===== config.mk =====
export PLATFORM = sky130hd
export DESIGN_NAME = fpnew_inorder_issue_flat
export DESIGN_NICKNAME = d
export VERILOG_FILES = /design/src/rtl/fpnew_inorder_issue_if.sv /design/src/rtl/fpnew_inorder_issue.sv /design/src/flat_wrapper.sv
export SDC_FILE = /design/constraint.sdc
export NUM_CORES = 1
export LEC_CHECK = 0
export BUFFER_PORTS_ARGS = -buffer_cell sky130_fd_sc_hd__buf_4
export CORE_ASPECT_RATIO = 1.1
export CORE_MARGIN = 2
export CORE_UTILIZATION = 57
export DETAILED_ROUTE_END_ITERATION = 12
export PLACE_DENSITY_LB_ADDON = 0.25
export SKIP_LAST_GASP = 1
export SLEW_MARGIN = 20
export SYNTH_ARGS = -nofsm -noshare
export SYNTH_HDL_FRONTEND = slang
export SYNTH_SLANG_ARGS = --single-unit

===== constraint.sdc =====
create_clock -name clk_i -period 8.8 [get_ports clk_i]
set_input_delay 0.44 -clock clk_i [delete_from_list [all_inputs] [get_ports clk_i]]
set_output_delay 0.44 -clock clk_i [all_outputs]
set_load 0.1 [all_outputs]

===== src/rtl/fpnew_inorder_issue_if.sv =====
// fpnew_inorder_issue_if: handshake/data bundle between an issuer, the in-order issue block and its opgroup.
//  slave  : issue-block side. Inputs: flush_i, req_valid_i, req_data_i, in_ready_i, out_valid_i,
//           out_result_i, out_status_i, out_ext_i, out_tag_i, resp_ready_i.
//           Outputs: req_ready_o, in_valid_o, in_data_o, in_tag_o, flush_o, out_ready_o,
//           resp_valid_o, resp_result_o, resp_status_o, resp_ext_o, busy_o, spurious_o.
//  master : environment side, directions mirrored.
interface fpnew_inorder_issue_if #(
    parameter int unsigned Width    = 32,
    parameter int unsigned ReqWidth = 64,
    parameter int unsigned Depth    = 4
);
    localparam int unsigned TagWidth = $clog2(Depth);
    logic                flush_i;
    logic                req_valid_i;
    logic                req_ready_o;
    logic [ReqWidth-1:0] req_data_i;
    logic                in_valid_o;
    logic                in_ready_i;
    logic [ReqWidth-1:0] in_data_o;
    logic [TagWidth-1:0] in_tag_o;
    logic                flush_o;
    logic                out_valid_i;
    logic                out_ready_o;
    logic [Width-1:0]    out_result_i;
    logic [4:0]          out_status_i;
    logic                out_ext_i;
    logic [TagWidth-1:0] out_tag_i;
    logic                resp_valid_o;
    logic                resp_ready_i;
    logic [Width-1:0]    resp_result_o;
    logic [4:0]          resp_status_o;
    logic                resp_ext_o;
    logic                busy_o;
    logic                spurious_o;
    modport slave (
        input  flush_i, req_valid_i, req_data_i, in_ready_i, out_valid_i, out_result_i,
               out_status_i, out_ext_i, out_tag_i, resp_ready_i,
        output req_ready_o, in_valid_o, in_data_o, in_tag_o, flush_o, out_ready_o,
               resp_valid_o, resp_result_o, resp_status_o, resp_ext_o, busy_o, spurious_o
    );
    modport master (
        output flush_i, req_valid_i, req_data_i, in_ready_i, out_valid_i, out_result_i,
               out_status_i, out_ext_i, out_tag_i, resp_ready_i,
        input  req_ready_o, in_valid_o, in_data_o, in_tag_o, flush_o, out_ready_o,
               resp_valid_o, resp_result_o, resp_status_o, resp_ext_o, busy_o, spurious_o
    );
endinterface


===== src/rtl/fpnew_inorder_issue.sv =====
// fpnew_inorder_issue: issues tagged ops to an opgroup, collects out-of-order results in a ROB, retires in order.
//  clk_i : clock
//  rst_i : asynchronous active-high reset
//  bus   : fpnew_inorder_issue_if.slave (request, opgroup in/out, response, flush, status)
module fpnew_inorder_issue #(
    parameter int unsigned Width    = 32,
    parameter int unsigned ReqWidth = 64,
    parameter int unsigned Depth    = 4
) (
    input logic                  clk_i,
    input logic                  rst_i,
    fpnew_inorder_issue_if.slave bus
);
    localparam int unsigned TagWidth = $clog2(Depth);
    logic [TagWidth-1:0] head_q, head_d, tail_q, tail_d;
    logic [TagWidth:0]   count_q, count_d;
    logic [Depth-1:0]    busy_q, busy_d, done_q, done_d, ext_q;
    logic [Width-1:0]    res_q [Depth];
    logic [4:0]          stat_q [Depth];
    logic                spur_q, spur_d, full, issue, retire, capture, hit;
    // full comes from the registered count, so a same-cycle retire cannot open a slot for issue
    assign full              = count_q == (TagWidth+1)'(Depth);
    assign bus.in_valid_o    = bus.req_valid_i & !full & !bus.flush_i & !rst_i;
    assign bus.req_ready_o   = bus.in_ready_i & !full & !bus.flush_i & !rst_i;
    assign bus.in_data_o     = bus.req_data_i;
    assign bus.in_tag_o      = tail_q;
    assign bus.flush_o       = bus.flush_i;
    assign bus.out_ready_o   = 1'b1;
    assign bus.resp_valid_o  = busy_q[head_q] & done_q[head_q];
    assign bus.resp_result_o = res_q[head_q];
    assign bus.resp_status_o = stat_q[head_q];
    assign bus.resp_ext_o    = ext_q[head_q];
    assign bus.busy_o        = count_q != '0;
    assign bus.spurious_o    = spur_q;
    assign issue             = bus.in_valid_o & bus.in_ready_i;
    assign retire            = bus.resp_valid_o & bus.resp_ready_i & !bus.flush_i;
    assign capture           = bus.out_valid_i & !bus.flush_i;
    assign hit               = busy_q[bus.out_tag_i] & !done_q[bus.out_tag_i];
    always_comb begin
        busy_d  = busy_q;
        done_d  = done_q;
        if (capture && hit) done_d[bus.out_tag_i] = 1'b1;
        if (retire) begin
            busy_d[head_q] = 1'b0;
            done_d[head_q] = 1'b0;
        end
        if (issue) begin
            busy_d[tail_q] = 1'b1;
            done_d[tail_q] = 1'b0;
        end
        head_d  = head_q + TagWidth'(retire);
        tail_d  = tail_q + TagWidth'(issue);
        count_d = count_q + (TagWidth+1)'(issue) - (TagWidth+1)'(retire);
        spur_d  = capture & !hit;
        if (bus.flush_i) begin
            busy_d  = '0;
            done_d  = '0;
            head_d  = '0;
            tail_d  = '0;
            count_d = '0;
        end
    end
    always_ff @(posedge clk_i or posedge rst_i) begin
        if (rst_i) begin
            head_q  <= '0;
            tail_q  <= '0;
            count_q <= '0;
            busy_q  <= '0;
            done_q  <= '0;
            ext_q   <= '0;
            spur_q  <= 1'b0;
            for (int i = 0; i < int'(Depth); i++) begin
                res_q[i]  <= '0;
                stat_q[i] <= '0;
            end
        end else begin
            head_q  <= head_d;
            tail_q  <= tail_d;
            count_q <= count_d;
            busy_q  <= busy_d;
            done_q  <= done_d;
            spur_q  <= spur_d;
            if (capture && hit) begin
                res_q[bus.out_tag_i]  <= bus.out_result_i;
                stat_q[bus.out_tag_i] <= bus.out_status_i;
                ext_q[bus.out_tag_i]  <= bus.out_ext_i;
            end
        end
    end
endmodule


===== src/flat_wrapper.sv =====
// flat-port wrapper written by rule: the top's interface ports become plain ports
module fpnew_inorder_issue_flat 
#(
    parameter int unsigned Width    = 32,
    parameter int unsigned ReqWidth = 64,
    parameter int unsigned Depth    = 4
)
  (clk_i, rst_i, bus_flush_i, bus_req_valid_i, bus_req_data_i, bus_in_ready_i, bus_out_valid_i, bus_out_result_i, bus_out_status_i, bus_out_ext_i, bus_out_tag_i, bus_resp_ready_i, bus_req_ready_o, bus_in_valid_o, bus_in_data_o, bus_in_tag_o, bus_flush_o, bus_out_ready_o, bus_resp_valid_o, bus_resp_result_o, bus_resp_status_o, bus_resp_ext_o, bus_busy_o, bus_spurious_o);
  fpnew_inorder_issue_if #(.Width(Width), .ReqWidth(ReqWidth), .Depth(Depth)) bus_i ();
  input logic clk_i;
  input logic rst_i;
  input wire logic [$bits(bus_i.flush_i)-1:0] bus_flush_i;
  input wire logic [$bits(bus_i.req_valid_i)-1:0] bus_req_valid_i;
  input wire logic [$bits(bus_i.req_data_i)-1:0] bus_req_data_i;
  input wire logic [$bits(bus_i.in_ready_i)-1:0] bus_in_ready_i;
  input wire logic [$bits(bus_i.out_valid_i)-1:0] bus_out_valid_i;
  input wire logic [$bits(bus_i.out_result_i)-1:0] bus_out_result_i;
  input wire logic [$bits(bus_i.out_status_i)-1:0] bus_out_status_i;
  input wire logic [$bits(bus_i.out_ext_i)-1:0] bus_out_ext_i;
  input wire logic [$bits(bus_i.out_tag_i)-1:0] bus_out_tag_i;
  input wire logic [$bits(bus_i.resp_ready_i)-1:0] bus_resp_ready_i;
  output wire logic [$bits(bus_i.req_ready_o)-1:0] bus_req_ready_o;
  output wire logic [$bits(bus_i.in_valid_o)-1:0] bus_in_valid_o;
  output wire logic [$bits(bus_i.in_data_o)-1:0] bus_in_data_o;
  output wire logic [$bits(bus_i.in_tag_o)-1:0] bus_in_tag_o;
  output wire logic [$bits(bus_i.flush_o)-1:0] bus_flush_o;
  output wire logic [$bits(bus_i.out_ready_o)-1:0] bus_out_ready_o;
  output wire logic [$bits(bus_i.resp_valid_o)-1:0] bus_resp_valid_o;
  output wire logic [$bits(bus_i.resp_result_o)-1:0] bus_resp_result_o;
  output wire logic [$bits(bus_i.resp_status_o)-1:0] bus_resp_status_o;
  output wire logic [$bits(bus_i.resp_ext_o)-1:0] bus_resp_ext_o;
  output wire logic [$bits(bus_i.busy_o)-1:0] bus_busy_o;
  output wire logic [$bits(bus_i.spurious_o)-1:0] bus_spurious_o;
  assign bus_i.flush_i = bus_flush_i;
  assign bus_i.req_valid_i = bus_req_valid_i;
  assign bus_i.req_data_i = bus_req_data_i;
  assign bus_i.in_ready_i = bus_in_ready_i;
  assign bus_i.out_valid_i = bus_out_valid_i;
  assign bus_i.out_result_i = bus_out_result_i;
  assign bus_i.out_status_i = bus_out_status_i;
  assign bus_i.out_ext_i = bus_out_ext_i;
  assign bus_i.out_tag_i = bus_out_tag_i;
  assign bus_i.resp_ready_i = bus_resp_ready_i;
  assign bus_req_ready_o = bus_i.req_ready_o;
  assign bus_in_valid_o = bus_i.in_valid_o;
  assign bus_in_data_o = bus_i.in_data_o;
  assign bus_in_tag_o = bus_i.in_tag_o;
  assign bus_flush_o = bus_i.flush_o;
  assign bus_out_ready_o = bus_i.out_ready_o;
  assign bus_resp_valid_o = bus_i.resp_valid_o;
  assign bus_resp_result_o = bus_i.resp_result_o;
  assign bus_resp_status_o = bus_i.resp_status_o;
  assign bus_resp_ext_o = bus_i.resp_ext_o;
  assign bus_busy_o = bus_i.busy_o;
  assign bus_spurious_o = bus_i.spurious_o;
  fpnew_inorder_issue #(.Width(Width), .ReqWidth(ReqWidth), .Depth(Depth)) u_core (.clk_i(clk_i), .rst_i(rst_i), .bus(bus_i));
endmodule

==> qor.txt, run 1 <==
placed cells: 725
clock buffer count from CTS: 17
share of the cycle needed by the critical path after routing: 34.9%
average cell area after synthesis: 15.5 sq um
worst path required time: 8.36 ns
Sequential Power Share: 43.4%
switching fraction of total power: 31.4%
reported net switching power: 0.595 mW
area of the placeable core: 14000 sq um
hold slack: 0.142 ns
post-detailed-routing wire length: 16100 um
Root Driver: clkbuf_16
clock slew at reported path FFs: 0.06 ns
Async SR Flop Fraction: 100%
max-slew headroom at the worst pin: 47.8%
worst clock skew: 0.00592 ns
Starting Density: 58.8%
CTS resizes: 0
most used flip-flop cell after synthesis: dfrtp_1
Antenna Nets Post-Route: 0
Final Setup Violations: 0
share of total power in combinational logic: 19.2%
number of synthesized flops with an enable pin: 0
Clock power frac: 37.5%
number of global-route vias before repair: 4876
global placer's final weighted congestion: 0.796
run status: complete, no violations
max_cap viols: 0
worst vdd ir: 165 uV
total negative slack: 0 ns
Max Clock Freq: 0.325 GHz
largest cells by area after synthesis: dfrtp_1 51%, mux2_2 15%, mux4_2 10%
synthesis warning total: 0
Final Max Tran Viols: 0
element type at the critical path start: register
post-DP HPWL: 10000 um
residual DRC count: 0
post-CTS setup repair buffer count: 0
Hold Vio Cnt, Final: 0
flops & latches, synth: 168
power density over the cells: 209 nW/um^2
nature of the critical path endpoint: output port
count of hold buffers inserted by post-cts repair: 0
kind of path behind the tightest hold check: in2async
clock insertion delay at the later pin of the skew report: 0.42 ns
initial antenna violation count: 0
area enclosed by the die boundary: 15400 sq um
synth unique cells: 44
total number of vias: 4456
worst-margin pin slew: 0.783 ns
maximum level of the CTS H-tree: 4
drt pass-1 iters: 4
largest area contributor in the synthesized netlist: dfrtp_1
number of buffers between clock root and the deepest sink: 2
Crit path arrival time: 2.64 ns
post-DR vias/cell: 5.89
proportion of layout cells with a drive suffix above 1: 58.5%
floorplan die height: 130 um
drt initial violations: 308
sequential cell area fraction in the yosys report: 51.2%
clock sink count: 168
GR Util All Layers: 21.9%
Boundary Pins: 222
maximum fanout count along the critical path: 26
Internal Power: 1.30 mW
maximum number of pins on one net before global-route repair: 87
post-route minimum period: 3.08 ns
die span in x: 118 um
number of nets in the synthesized netlist: 647
Syn Inst Count: 531
setup repair after global routing missed its margin: false
area fraction of the dominant cell type after synthesis: 51.2%
fin nets: 672
Cell Count, Final, Fillers Out: 757
total overflow reported by the global router: 0
Leakage: 4.34 nW
row cnt: 45
relative area change from synthesis to final layout: 10.6%
Port Buf Inserts: 92
WL per Instance: 21.2 um
wire length of the first global-routing pass: 26100 um
post-synthesis cell area: 8200 sq um
CTS tree: done
crit path kind: reg2out
number of antenna cells inserted: 0
-- critical path: stages, from the launching register on --
cell,delay [ns]
dfrtp_2,0.76
buf_4,0.55
mux4_2,0.59
buf_4,0.25
-- metrics by stage --
| step | setup slack, ns | area [sq um] | total power [mW] | util (%) |
|---|---|---|---|---|
| 5_1_grt | 5.55 | 9070 | 1.96 | 65.0 |
| 6_report | 5.72 | 9070 | 1.90 | 65.0 |
| 2_1_floorplan | 3.81 | 8200 | 1.25 | - |
| 4_1_cts | 5.62 | 9070 | 1.91 | 64.9 |
| 3_3_place_gp | 6.11 | 8500 | 1.20 | 60.9 |
| 3_5_place_dp | 6.01 | 8500 | 1.20 | 60.9 |
-- state kept, by name, indices dropped and copies added (netlist names) --
signal / flops
u_core.count_q: 3
u_core.ext_q: 4
u_core.bus.spurious_o: 1
u_core.bus.in_tag_o: 2
u_core.res_q: 128
u_core.stat_q: 20
u_core.head_q: 2
u_core.busy_q: 4
u_core.done_q: 4
-- final timing paths --
| path | to | depth (start not counted) | from | slack [ns] |
|---|---|---|---|---|
| max in group asynchronous | u_core.res_q[105] | 3 | rst_i | 7.44 |
| min in group clk_i | u_core.res_q[121] | 2 | bus_out_result_i[25] | 0.27 |
| min reg2reg | u_core.res_q[57] | 1 | u_core.res_q[57] | 0.50 |
| max | bus_resp_result_o[4] | 3 | u_core.head_q[0] | 5.72 |
| max reg2reg | u_core.count_q[2] | 10 | u_core.head_q[0] | 5.99 |
| min | u_core.bus.spurious_o | 2 | rst_i | 0.14 |
-- power by group through the flow --
| stage | Clock, mW | Combinational, mW | Sequential [mW] |
|---|---|---|---|
| floorplan | 0 | 0.421 | 0.833 |
| global placement | 0 | 0.360 | 0.836 |
| detailed placement | 0 | 0.366 | 0.837 |
| CTS | 0.725 | 0.366 | 0.823 |
| global route | 0.758 | 0.377 | 0.826 |
| finish | 0.711 | 0.364 | 0.824 |
-- cells in the final DEF (no fill, tap or decap), types with 2 or more instances in the layout --
cell type   Yosys  layout
o311a_1         2       2
dfrtp_2         0       2
mux4_2         38      38
nand2b_1        6       6
nor2b_1         3       3
o221ai_1        2       2
and2_1          2       2
xnor2_1         3       3
mux2_2        112     112
nand3b_1        2       2
nor3_2          0       2
o32ai_1         3       3
inv_1           8       7
clkbuf_16       0      17
inv_6           0       5
buf_4          72     100
nor2_1          6       6
nor4bb_1        3       3
nand2_1         4       4
nand3_1         2       2
dfrtp_1       168     166
nor3_4          2       2
ha_1            4       4
clkinvlp_4      0       7
a21oi_1         5       5
and4b_1         2       2
o21bai_1        2       2
mux2_4         40      40
clkinv_4        0       3
-- Yosys cell counts (3+ instances only) --
library cell / n
clkbuf_1: 7
o32ai_1: 3
mux2_4: 40
nor2_1: 6
xnor2_1: 3
a21oi_1: 5
ha_1: 4
buf_4: 72
mux4_2: 38
dfrtp_1: 168
nor4bb_1: 3
nand2_1: 4
inv_1: 8
mux2_2: 112
nand2b_1: 6
buf_12: 4
nor2b_1: 3
buf_2: 8
-- layer usage --
| metal | track usage [%] | wire, um |
|---|---|---|
| met5 | 0 | 0 |
| met2 | 33.6 | 7400 |
| met3 | 5.94 | 856 |
| met1 | 29.7 | 7370 |
| met4 | 9.66 | 448 |
-- final cells by class --
type	count	area, sq um
flip-flops and latches	168	4210
well taps	188	235
clock inverters	15	144
clock buffers	17	425
repair buffers	101	762
fillers	1021	4890
inverters	8	35.0
multi-input cells	260	3260
-- kinds of logic after synthesis --
family	synth area share, %
flip-flops	51.2
other	0.0457
adder cells (fa/ha/maj)	0.854
XOR/XNOR	0.427
AND/OR/NAND/NOR	3.43
multiplexers	33.1
buffers and inverters	9.10
AO/OA/AOI/OAI	1.77
Note: power is estimated with default switching activity, not from simulation.
==> run 2: changes to the inputs <==
Settings changed: ABC_AREA set to 1, CORE_UTILIZATION 57 to 48.
Clock period 8.8 ns to 2.51 ns, I/O delays scaled along.
==> run 2 against run 1 <==
  * Register-to-register slack got worse by 5.8 ns
  * Hold slack got worse by 0.14 ns
  * Flip-flop and latch count did not move
  * First-iteration DRC count rose by 82%
  * Power rose to 3.3 times the previous value
  * Synthesized cell count rose by 81%
  * Via count rose by 46%
  * Area after synthesis fell by 0.11%
  * Setup slack got worse by 5.6 ns
  * Sequential share of layout area fell by 3.8 points
  * Non-clock buffer count rose by 50
  * Highest routed layer unchanged
==> qor.txt, run 2 <==
proportion of layout cells with a drive suffix above 1: 19.6%
fin nets: 1124
Worst Reg2Reg Path Length in Cells: 13
run status: complete, no violations
relative area change from synthesis to final layout: 20.4%
area of the multi-input gates: 3090 sq um
most frequent standard cell in the layout excluding fill and tap cells: nand2_1
switching fraction of total power: 25.3%
wire length of the first global-routing pass: 31400 um
synth unique cells: 26
max_cap viols: 0
instance area at placement: 8860 sq um
flops & latches, synth: 168
most common library cells after synthesis: 276 x nand2_1, 168 x dfrtp_1, 101 x inv_1
PnR worst setup slack: 0.115 ns
drt initial violations: 562
Boundary Pins: 222
clock sink count: 168
Port Buf Inserts: 92
post-DP HPWL: 12300 um
Root Driver: clkbuf_16
largest area contributor in the synthesized netlist: dfrtp_1
Max Clock Freq: 0.417 GHz
post-route minimum period: 2.40 ns
post-layout utilization of the core: 58.4%
share of the cycle needed by the critical path after routing: 95.4%
GR Util All Layers: 21.8%
largest registers: u_core.res_q (128), u_core.stat_q (20)
number of nets in the synthesized netlist: 1079
hold slack: 0.00199 ns
number of buffers between clock root and the deepest sink: 2
Clock power frac: 43.4%
maximum level of the CTS H-tree: 4
dominant cell by count in the synthesized netlist: nand2_1
clock slew at reported path FFs: 0.07 ns
CTS tree: done
max-slew headroom at the worst pin: 54.8%
initial antenna violation count: 0
Crit path arrival time: 2.27 ns
floorplan die height: 141 um
Biggest register: u_core.res_q
Antenna Nets Post-Route: 0
post-DR vias/cell: 5.31
Cell Count, Final, Fillers Out: 1228
share of total power in combinational logic: 10.9%
total number of vias: 6516
global placer's final weighted congestion: 0.863
synthesis warning total: 0
number of synthesized flops with an enable pin: 0
row cnt: 50
Internal Power: 4.69 mW
nature of the critical path endpoint: output port
worst-margin pin slew: 0.677 ns
element type at the critical path start: register
Leakage: 5.03 nW
Starting Density: 48.5%
area enclosed by the die boundary: 18100 sq um
die span in x: 129 um
maximum fanout count along the critical path: 15
Pwr Total: 6.27 mW
number of antenna cells inserted: 0
register area: 4210 sq um
reported net switching power: 1.59 mW
Sequential Power Share: 45.7%
most used flip-flop cell after synthesis: dfrtp_1
power density over the cells: 636 nW/um^2
maximum number of pins on one net before global-route repair: 122
total negative slack: 0 ns
post-detailed-routing wire length: 19400 um
worst path required time: 2.38 ns
Async SR Flop Fraction: 100%
clock buffer count from CTS: 17
Final Max Tran Viols: 0
average cell area after synthesis: 8.51 sq um
largest cells by area after synthesis: dfrtp_1 51%, nand2_1 13%, buf_4 6.8%
worst clock skew: 0.00841 ns
highest-count cells in the layout ignoring fill and taps: 274 x nand2_1, 167 x dfrtp_1, 105 x buf_4
area of the placeable core: 16900 sq um
post-route cell area: 9870 sq um
max FFs per register: 128
total overflow reported by the global router: 0
WL per Instance: 15.8 um
Syn Inst Count: 963
area fraction of the dominant cell type after synthesis: 51.3%
number of filler cells placed in the layout: 1449
setup repair after global routing missed its margin: false
number of global-route vias before repair: 6326
worst vdd ir: 469 uV
crit path kind: reg2out
Hold Vio Cnt, Final: 0
placed cells: 1158
drt pass-1 iters: 5
post-synthesis cell area: 8200 sq um
sequential cell area fraction in the yosys report: 51.3%
Placement Setup Slack: 0.109 ns
clock insertion delay at the later pin of the skew report: 0.43 ns
Final Setup Violations: 0
residual DRC count: 0
kind of path behind the tightest hold check: in2async
-- run 2: logic make-up after synthesis --
logic type | share of synthesized area (%)
and+or+nand+nor | 15.4
AOI/OAI and AO/OA | 17.6
buffers and inverters | 14.6
DFF | 51.3
adders and majority gates | 0.855
xor gates and xnor gates | 0.214
other | 0.0458
-- run 2: path summary, 6_finish.rpt --
kind / startpoint / endpoint / slack [ns]
min: rst_i / u_core.busy_q[0] / 0.002
max reg2reg: u_core.head_q[0] / u_core.count_q[1] / 0.19
min reg2reg: u_core.res_q[98] / u_core.res_q[98] / 0.49
min in group clk_i: bus_out_valid_i / u_core.bus.spurious_o / 0.13
max: u_core.head_q[1] / bus_resp_result_o[21] / 0.11
max in group asynchronous: rst_i / u_core.res_q[33] / 2.01
-- run 2: area by class of cell --
| cell class | instances | share of cell area (%) |
|---|---|---|
| well taps | 208 | 2.64 |
| clock buffers | 18 | 4.35 |
| multi-input cells | 567 | 31.3 |
| clock inverters | 13 | 1.80 |
| repair buffers | 151 | 13.4 |
| inverters | 103 | 3.96 |
| flip-flops and latches | 168 | 42.6 |
-- run 2: worst max-delay path, stage by stage, from the launching register on --
cell and delay (ns):
dfrtp_1 0.50, nor2_4 0.44, buf_4 0.31, a22oi_1 0.17
o221ai_2 0.10, buf_4 0.31
-- run 2: metal layers --
metal / global-route usage (%) / wire [um]
met5: 0 / 0
met4: 7.32 / 282
met3: 3.76 / 933
met2: 35.5 / 9410
met1: 29.7 / 8770
-- run 2: power by group through the flow --
| stage | Combinational (mW) | Sequential (mW) | Clock (mW) |
|---|---|---|---|
| 3_5_place_dp | 0.639 | 2.92 | 0 |
| 5_1_grt | 0.741 | 2.88 | 2.87 |
| 6_report | 0.683 | 2.87 | 2.72 |
| 4_1_cts | 0.690 | 2.87 | 2.77 |
| 3_3_place_gp | 0.633 | 2.91 | 0 |
| 2_1_floorplan | 0.910 | 2.92 | 0 |
-- run 2: what timing repair did --
| item | CTS | global route |
|---|---|---|
| hold endpoints to repair | 161 | 0 |
| buffers inserted | 0 | 0 |
| hold buffers | 39 | 0 |
| endpoints found under the setup margin | 0 | 15 |
| gates resized for setup | 0 | 3 |
